[src/rtl/conv_layer_output_interface.sv]
// rtl/conv_layer_output_interface.sv - captures kernel-array feature rows and serializes them onto an addressed word stream
module conv_layer_output_interface #(
    parameter int WIDTH      = 32,
    parameter int ARRAY_SIZE = 6,
    parameter int OUT_ROWS   = 6,
    parameter int ADDR_WIDTH = 6
) (
    input  logic                          clk,
    input  logic                          rst_n,
    input  logic [1:0]                    cmd,
    output logic [1:0]                    ack,
    input  logic [ARRAY_SIZE*WIDTH-1:0]   feature_in,
    input  logic                          feature_valid,
    output logic                          feature_ready,
    output logic [WIDTH-1:0]              o_data,
    output logic                          o_valid,
    input  logic                          o_ready,
    output logic [ADDR_WIDTH-1:0]         o_addr,
    output logic [2:0]                    current_state
);

    localparam int LW = (ARRAY_SIZE > 1) ? $clog2(ARRAY_SIZE) : 1;
    localparam int RW = $clog2(OUT_ROWS + 1);

    localparam logic [1:0] CMD_START = 2'b01;
    localparam logic [1:0] CMD_ABORT = 2'b11;

    typedef enum logic [2:0] {
        ST_IDLE     = 3'd0,
        ST_WAIT_ROW = 3'd1,
        ST_DRAIN    = 3'd2,
        ST_DONE     = 3'd3
    } state_t;

    state_t                        r_state;
    state_t                        w_next_state;
    logic [ARRAY_SIZE*WIDTH-1:0]   r_row_buf;
    logic [LW-1:0]                 r_lane_cnt;
    logic [RW-1:0]                 r_row_cnt;
    logic [ADDR_WIDTH-1:0]         r_addr;

    logic                          w_abort;
    logic                          w_start;
    logic                          w_last_lane;
    logic                          w_last_row;
    logic                          w_xfer;
    logic [WIDTH-1:0]              w_lanes [ARRAY_SIZE];

    assign w_abort     = (cmd == CMD_ABORT);
    assign w_start     = (cmd == CMD_START);
    assign w_last_lane = (r_lane_cnt == LW'(ARRAY_SIZE - 1));
    assign w_last_row  = (r_row_cnt == RW'(OUT_ROWS - 1));
    // Abort wins over a handshake in the same cycle, so the word is dropped
    assign w_xfer      = (r_state == ST_DRAIN) && o_ready && !w_abort;

    // Lane 0 sits in the most significant slice of the captured row
    for (genvar g = 0; g < ARRAY_SIZE; g++) begin : g_lane
        assign w_lanes[g] = r_row_buf[(ARRAY_SIZE-1-g)*WIDTH +: WIDTH];
    end

    assign o_data        = w_lanes[r_lane_cnt];
    assign o_addr        = r_addr;
    assign o_valid       = (r_state == ST_DRAIN);
    assign feature_ready = (r_state == ST_WAIT_ROW);
    assign current_state = r_state;

    // State register
    always_ff @(posedge clk or posedge rst_n) begin
        if (rst_n) begin
            r_state <= ST_IDLE;
        end else begin
            r_state <= w_next_state;
        end
    end

    // Next-state and ack decode
    always_comb begin
        w_next_state = r_state;
        ack          = 2'b00;
        case (r_state)
            ST_IDLE: begin
                ack = 2'b00;
                if (w_start) w_next_state = ST_WAIT_ROW;
            end
            ST_WAIT_ROW: begin
                ack = 2'b01;
                if (feature_valid) w_next_state = ST_DRAIN;
            end
            ST_DRAIN: begin
                ack = 2'b01;
                if (o_ready && w_last_lane) begin
                    w_next_state = w_last_row ? ST_DONE : ST_WAIT_ROW;
                end
            end
            ST_DONE: begin
                ack = 2'b10;
                if (w_start) w_next_state = ST_WAIT_ROW;
            end
            default: begin
                ack          = 2'b00;
                w_next_state = ST_IDLE;
            end
        endcase
        if (w_abort) w_next_state = ST_IDLE;
    end

    // Row buffer, lane/row counters and frame address
    always_ff @(posedge clk or posedge rst_n) begin
        if (rst_n) begin
            r_row_buf  <= '0;
            r_lane_cnt <= '0;
            r_row_cnt  <= '0;
            r_addr     <= '0;
        end else if (w_abort) begin
            r_lane_cnt <= '0;
            r_row_cnt  <= '0;
            r_addr     <= '0;
        end else begin
            case (r_state)
                ST_IDLE, ST_DONE: begin
                    if (w_start) begin
                        r_lane_cnt <= '0;
                        r_row_cnt  <= '0;
                        r_addr     <= '0;
                    end
                end
                ST_WAIT_ROW: begin
                    if (feature_valid) begin
                        r_row_buf  <= feature_in;
                        r_lane_cnt <= '0;
                    end
                end
                ST_DRAIN: begin
                    if (w_xfer) begin
                        r_addr <= r_addr + 1'b1;
                        if (w_last_lane) begin
                            r_lane_cnt <= '0;
                            r_row_cnt  <= r_row_cnt + 1'b1;
                        end else begin
                            r_lane_cnt <= r_lane_cnt + 1'b1;
                        end
                    end
                end
                default: begin
                    r_lane_cnt <= '0;
                    r_row_cnt  <= '0;
                    r_addr     <= '0;
                end
            endcase
        end
    end

endmodule

[config.mk]
export PLATFORM = sky130hd
export DESIGN_NAME = conv_layer_output_interface
export DESIGN_NICKNAME = d
export VERILOG_FILES = /design/src/rtl/conv_layer_output_interface.sv
export SDC_FILE = /design/constraint.sdc
export NUM_CORES = 1
export LEC_CHECK = 0
export BUFFER_PORTS_ARGS = -buffer_cell sky130_fd_sc_hd__buf_2
export CORE_ASPECT_RATIO = 1.2
export CORE_UTILIZATION = 55
export DETAILED_ROUTE_END_ITERATION = 16
export PLACE_DENSITY = 0.79
export SYNTH_ARGS = -nofsm -noshare
export SYNTH_HDL_FRONTEND = slang
export SYNTH_SLANG_ARGS = --single-unit
[constraint.sdc]
create_clock -name clk -period 16.1 [get_ports clk]
set_input_delay 4.025 -clock clk [delete_from_list [all_inputs] [get_ports clk]]
set_output_delay 4.025 -clock clk [all_outputs]
set_load 0.02 [all_outputs]
# After elaboration in Yosys (flattened, before gate mapping)
# Cells that the tools add are included.
# totals
ff_bits,207
output_inout_bits,45
in_bits,198
# op_classes
bitwise_logic,2
n_lt_le_gt_ge,1
n_mux,24
eq_ne,13
reduce_logical,12
addsub,3
# ops
operator,n
binary-select mux 32 bit (select 3 bit),1
two-way mux 32 bit,2
two-way mux 3 bit,12
case mux 3 bit (3 select lines),3
two-way mux 6 bit,3
case mux 6 bit (3 select lines),1
"!= test 3 x 1 -> 1 bit, second input constant",4
AND reduction 3 bit,4
"adder 3 x 1 -> 3 bit, second input constant",2
"adder 6 x 1 -> 6 bit, second input constant",1
"equality test 3 x 2 -> 1 bit, second input constant",2
"equality test 3 bit, second input constant",2
"greater-or-equal comparator 4 bit, second input constant",1
NOT 3 -> 4 bit,1
case mux 2 bit (2 select lines),1
AND reduction 4 bit,1
OR reduction 2 bit,2
"equality test 3 x 1 -> 1 bit, second input constant",1
logical AND 1 bit,3
logical NOT 3 bit,1
"!= test 3 x 2 -> 1 bit, second input constant",1
"equality test 2 x 1 -> 1 bit, second input constant",1
"equality test 2 bit, second input constant",1
two-way mux 2 bit,1
3 further kinds,3

# Logic depth before layout (Yosys ltp)
# depth
depth_word,6
ltp_mapped,7
ltp_nobuf,6

# Least setup slack after synthesis
# OpenSTA, ideal clock, no wires.
# synth_timing
kind,reg2out
from,register r_lane_cnt[0]
to,output port o_data[11]
t_arrival_ps,1509
slack_ps,10566
stages_incl_launch_ff,6
cell_sequence,dfrtp_1 buf_2 buf_2 mux4_2 inv_1 o22ai_1
# synth_between
elab_chain_cells,4
# synth_lines
element,line,source
from (decl),38,logic [LW-1:0] r_lane_cnt;
from (signal assigned),140,r_lane_cnt <= r_lane_cnt + 1'b1;
NOT 3 -> 4 bit (implied by the code),61,assign o_data = w_lanes[r_lane_cnt];
binary-select mux 32 bit (select 3 bit),61,
two-way mux 32 bit (implied by the code) (2 in series),61,
to (decl),15,"output logic [WIDTH-1:0] o_data,"
# Every way passes these cells. The select of a mux whose other input is x is not followed.

# Worst setup path in the final report
# layout_timing
from,register r_lane_cnt[0]
to,output port o_data[17]
# The elaborated chain is that of the path after synthesis.

==> impl_metrics.ini <==
[status]
outcome = finished, final reports clean

[setup_path]
critical_path_arrival_ns = 3.04
startpoint_type = flip-flop
cp_max_fo = 38
crit_type = flip-flop to output pin
r2r_cells = 6
r2r_setup_slack_ns = 12.23
r2r-start = current_state[1]$_DFFE_PP0P_
r2r-end = r_row_buf[189]$_DFFE_PP0P_
end_kind = output pin
cp.required_ns = 12.07

[clock_network]
h-tree-depth = 1
numCtsBuffers = 22
postCtsSetupBuffers = 0
cts_buffer_depth = 3
cts-root-buf = clkbuf_16
hold_buffers = 0
cts_resized = 0
clock_latency_ns = 0.50
cts_sinks = 206
cts_tree = built
path_clk_slew_ns = 0.06

[yosys]
synth_top_area_share_pct = 50.3
ys.flop_type = dfrtp_1
synthCells = 652
ys_seq_area_share_pct = 50.3
syn_area_per_cell_um2 = 15.7
synthTopCellsByArea = dfrtp_1 50%, mux2_4 26%, mux4_2 7.0%
yosys_register_bits = 206
async_flop_share_pct = 100
yosysWarnings = 0
synth_nets = 858
syn_area_um2 = 10200
synth_edf_count = 0
synth_top_area_cell = dfrtp_1
ys_types = 46

[sta]
relSlewSlack_pct = 30.8
max_freq_mhz = 141
hold_viol = 0
skew_ns = 0.0107
min_period_ns = 7.07
worst_slack_ns = 9.03
period_share_pct = 43.9
finalSetupViolCount = 0
setup-tns-final_ns = 0
final-max-slew-violation-count = 0
tightest_slew_ns = 1.04
rsz0062_at_grt = false

[global_routing]
grt_pass1_wl_um = 36000
grt_usage_pct = 24.7
overflow = 0
antenna_found_initial = 6
grt_pass1_vias = 6472
grt_start_max_net_pins = 136

[floorplanning]
die_h_um = 152
io_pins = 243
start_util_pct = 56.2
die_w_um = 127
fp-row-count = 54
die_area_um2 = 19200
coreArea_um2 = 18200

[power_and_ir_drop]
pwr-share-clk_pct = 22.0
internal-power_w = 0.00168
power_density_nw_per_um2 = 198
switching_share_pct = 30.8
switchingPower_w = 0.000746
seqPwrFrac_pct = 38.5
p_leak_nw = 5.82
share_comb_of_total_power_pct = 39.5
max-vdd-ir-drop_uv = 107

[finish]
nets = 1088
stdcell_count = 1130
area_growth_syn_to_layout_pct = 19.8
drive_gt1_share_pct = 57.8

[route]
drtAntennaViolNets = 0
dr_total_vias = 6257
drt-initial-drc-count = 401
drt-pass1-iter-count = 4
via_per_inst = 5.54
wirelength_um = 23600
wl_per_cell_um = 20.9
drc_errors = 0

[worst_hold_path]
hold_depth = 1
hold_class = flip-flop to flip-flop
hold-path-endpoint = r_row_buf[70]$_DFFE_PP0P_
holdCritStartpoint = r_row_buf[70]$_DFFE_PP0P_

[placement]
dp_cells = 1082
io_buffers = 241
place_congestion = 0.835
hpwl_um = 16100
pre_cts_ws_ns = 8.88

[run]
maxCapViolations = 0
## cells by family after synthesis
logic type | share of synthesized area, %
fa+ha+maj | 0.977
other cells | 0.0366
buf+inv | 4.65
flops | 50.3
simple gates | 1.92
compound gates | 4.05
mux | 38.1
## layout make-up
class	instances	area [um^2]
Fill cell	1299	5960
Sequential cell	206	5160
Multi-Input combinational cell	364	4620
Timing Repair Buffer	248	1260
Clock buffer	34	697
Tap cell	224	280
Inverter	40	158
Clock inverter	6	82.6
Antenna cell	8	20.0
## flip-flops by register name (all words and copies together), names as in the netlist
name / flops
current_state: 2
o_addr: 6
r_lane_cnt: 3
r_row_buf: 192
r_row_cnt: 3
## cell usage after synthesis (2+ instances only)
cell,count
ha_1,8
nand3_1,3
buf_6,20
mux4_2,32
o22ai_1,32
o31ai_1,2
inv_1,40
or3_1,4
nand2b_1,3
dfrtp_1,206
mux2i_1,32
a21boi_0,3
mux2_4,180
clkbuf_1,10
buf_4,2
o211ai_1,2
o21ai_0,8
and3_1,2
nor2_1,5
buf_2,9
mux2_2,14
nand2_1,9
o2bb2ai_1,3
## power by group through the flow
stage	logic, W	registers (W)	clock network [W]
after CTS	0.000958	0.000931	0.000543
after global placement	0.000930	0.000922	0
final	0.000957	0.000935	0.000534
after floorplan	0.000788	0.000874	0
after global routing	0.00102	0.000964	0.000563
after detailed placement	0.000953	0.000932	0
## per-stage QoR
step                      hold WS (ns)  area (um^2)  util [%]  power, W
after floorplan                  0.476        10200         -   0.00166
after global placement           0.486        11500      62.9   0.00185
after detailed placement         0.489        11500      62.9   0.00188
after CTS                        0.509        12300      67.2   0.00243
after global routing             0.520        12300      67.3   0.00255
final                            0.508        12300      67.3   0.00243
## how the worst max path moves through the flow
stage	from	slack, ns	to
3_5_place_dp	cmd[0]	8.88	r_row_buf[0]$_DFFE_PP0P_
4_1_cts	r_lane_cnt[0]$_DFFE_PP0P_	8.99	o_data[17]
3_3_place_gp	cmd[0]	8.88	r_row_buf[2]$_DFFE_PP0P_
5_1_grt	r_lane_cnt[0]$_DFFE_PP0P_	8.84	o_data[22]
6_report	r_lane_cnt[0]$_DFFE_PP0P_	9.03	o_data[17]
2_1_floorplan	rst_n	6.45	current_state[0]$_DFFE_PP0P_
## critical path: stages, from the launching register on
cell     delay, ns
dfrtp_4       0.82
buf_4         0.72
mux4_2        0.59
inv_1         0.12
o22ai_1       0.09
buf_2         0.20
## routing by layer
layer,GRT usage (%),routed length [um]
met1,35.0,10400
met5,0,17
met2,38.9,11200
met4,9.04,639
met3,4.11,1260
## placed cells by master (no fill, tap or decap), drive strengths merged, types with 2 or more instances in the layout
cell	count
buf	248
dfrtp	206
mux2	194
inv	40
clkbuf	34
mux4	32
mux2i	32
o22ai	32
nand2	10
o21ai	9
diode	8
ha	8
nor2	5
or3	4
a21boi	4
nand2b	3
o2bb2ai	3
nand3	3
clkinv	3
o211ai	2
o31ai	2
bufinv	2
and3	2
nor2b	2
No activity file was read; power rests on OpenSTA's default activity.
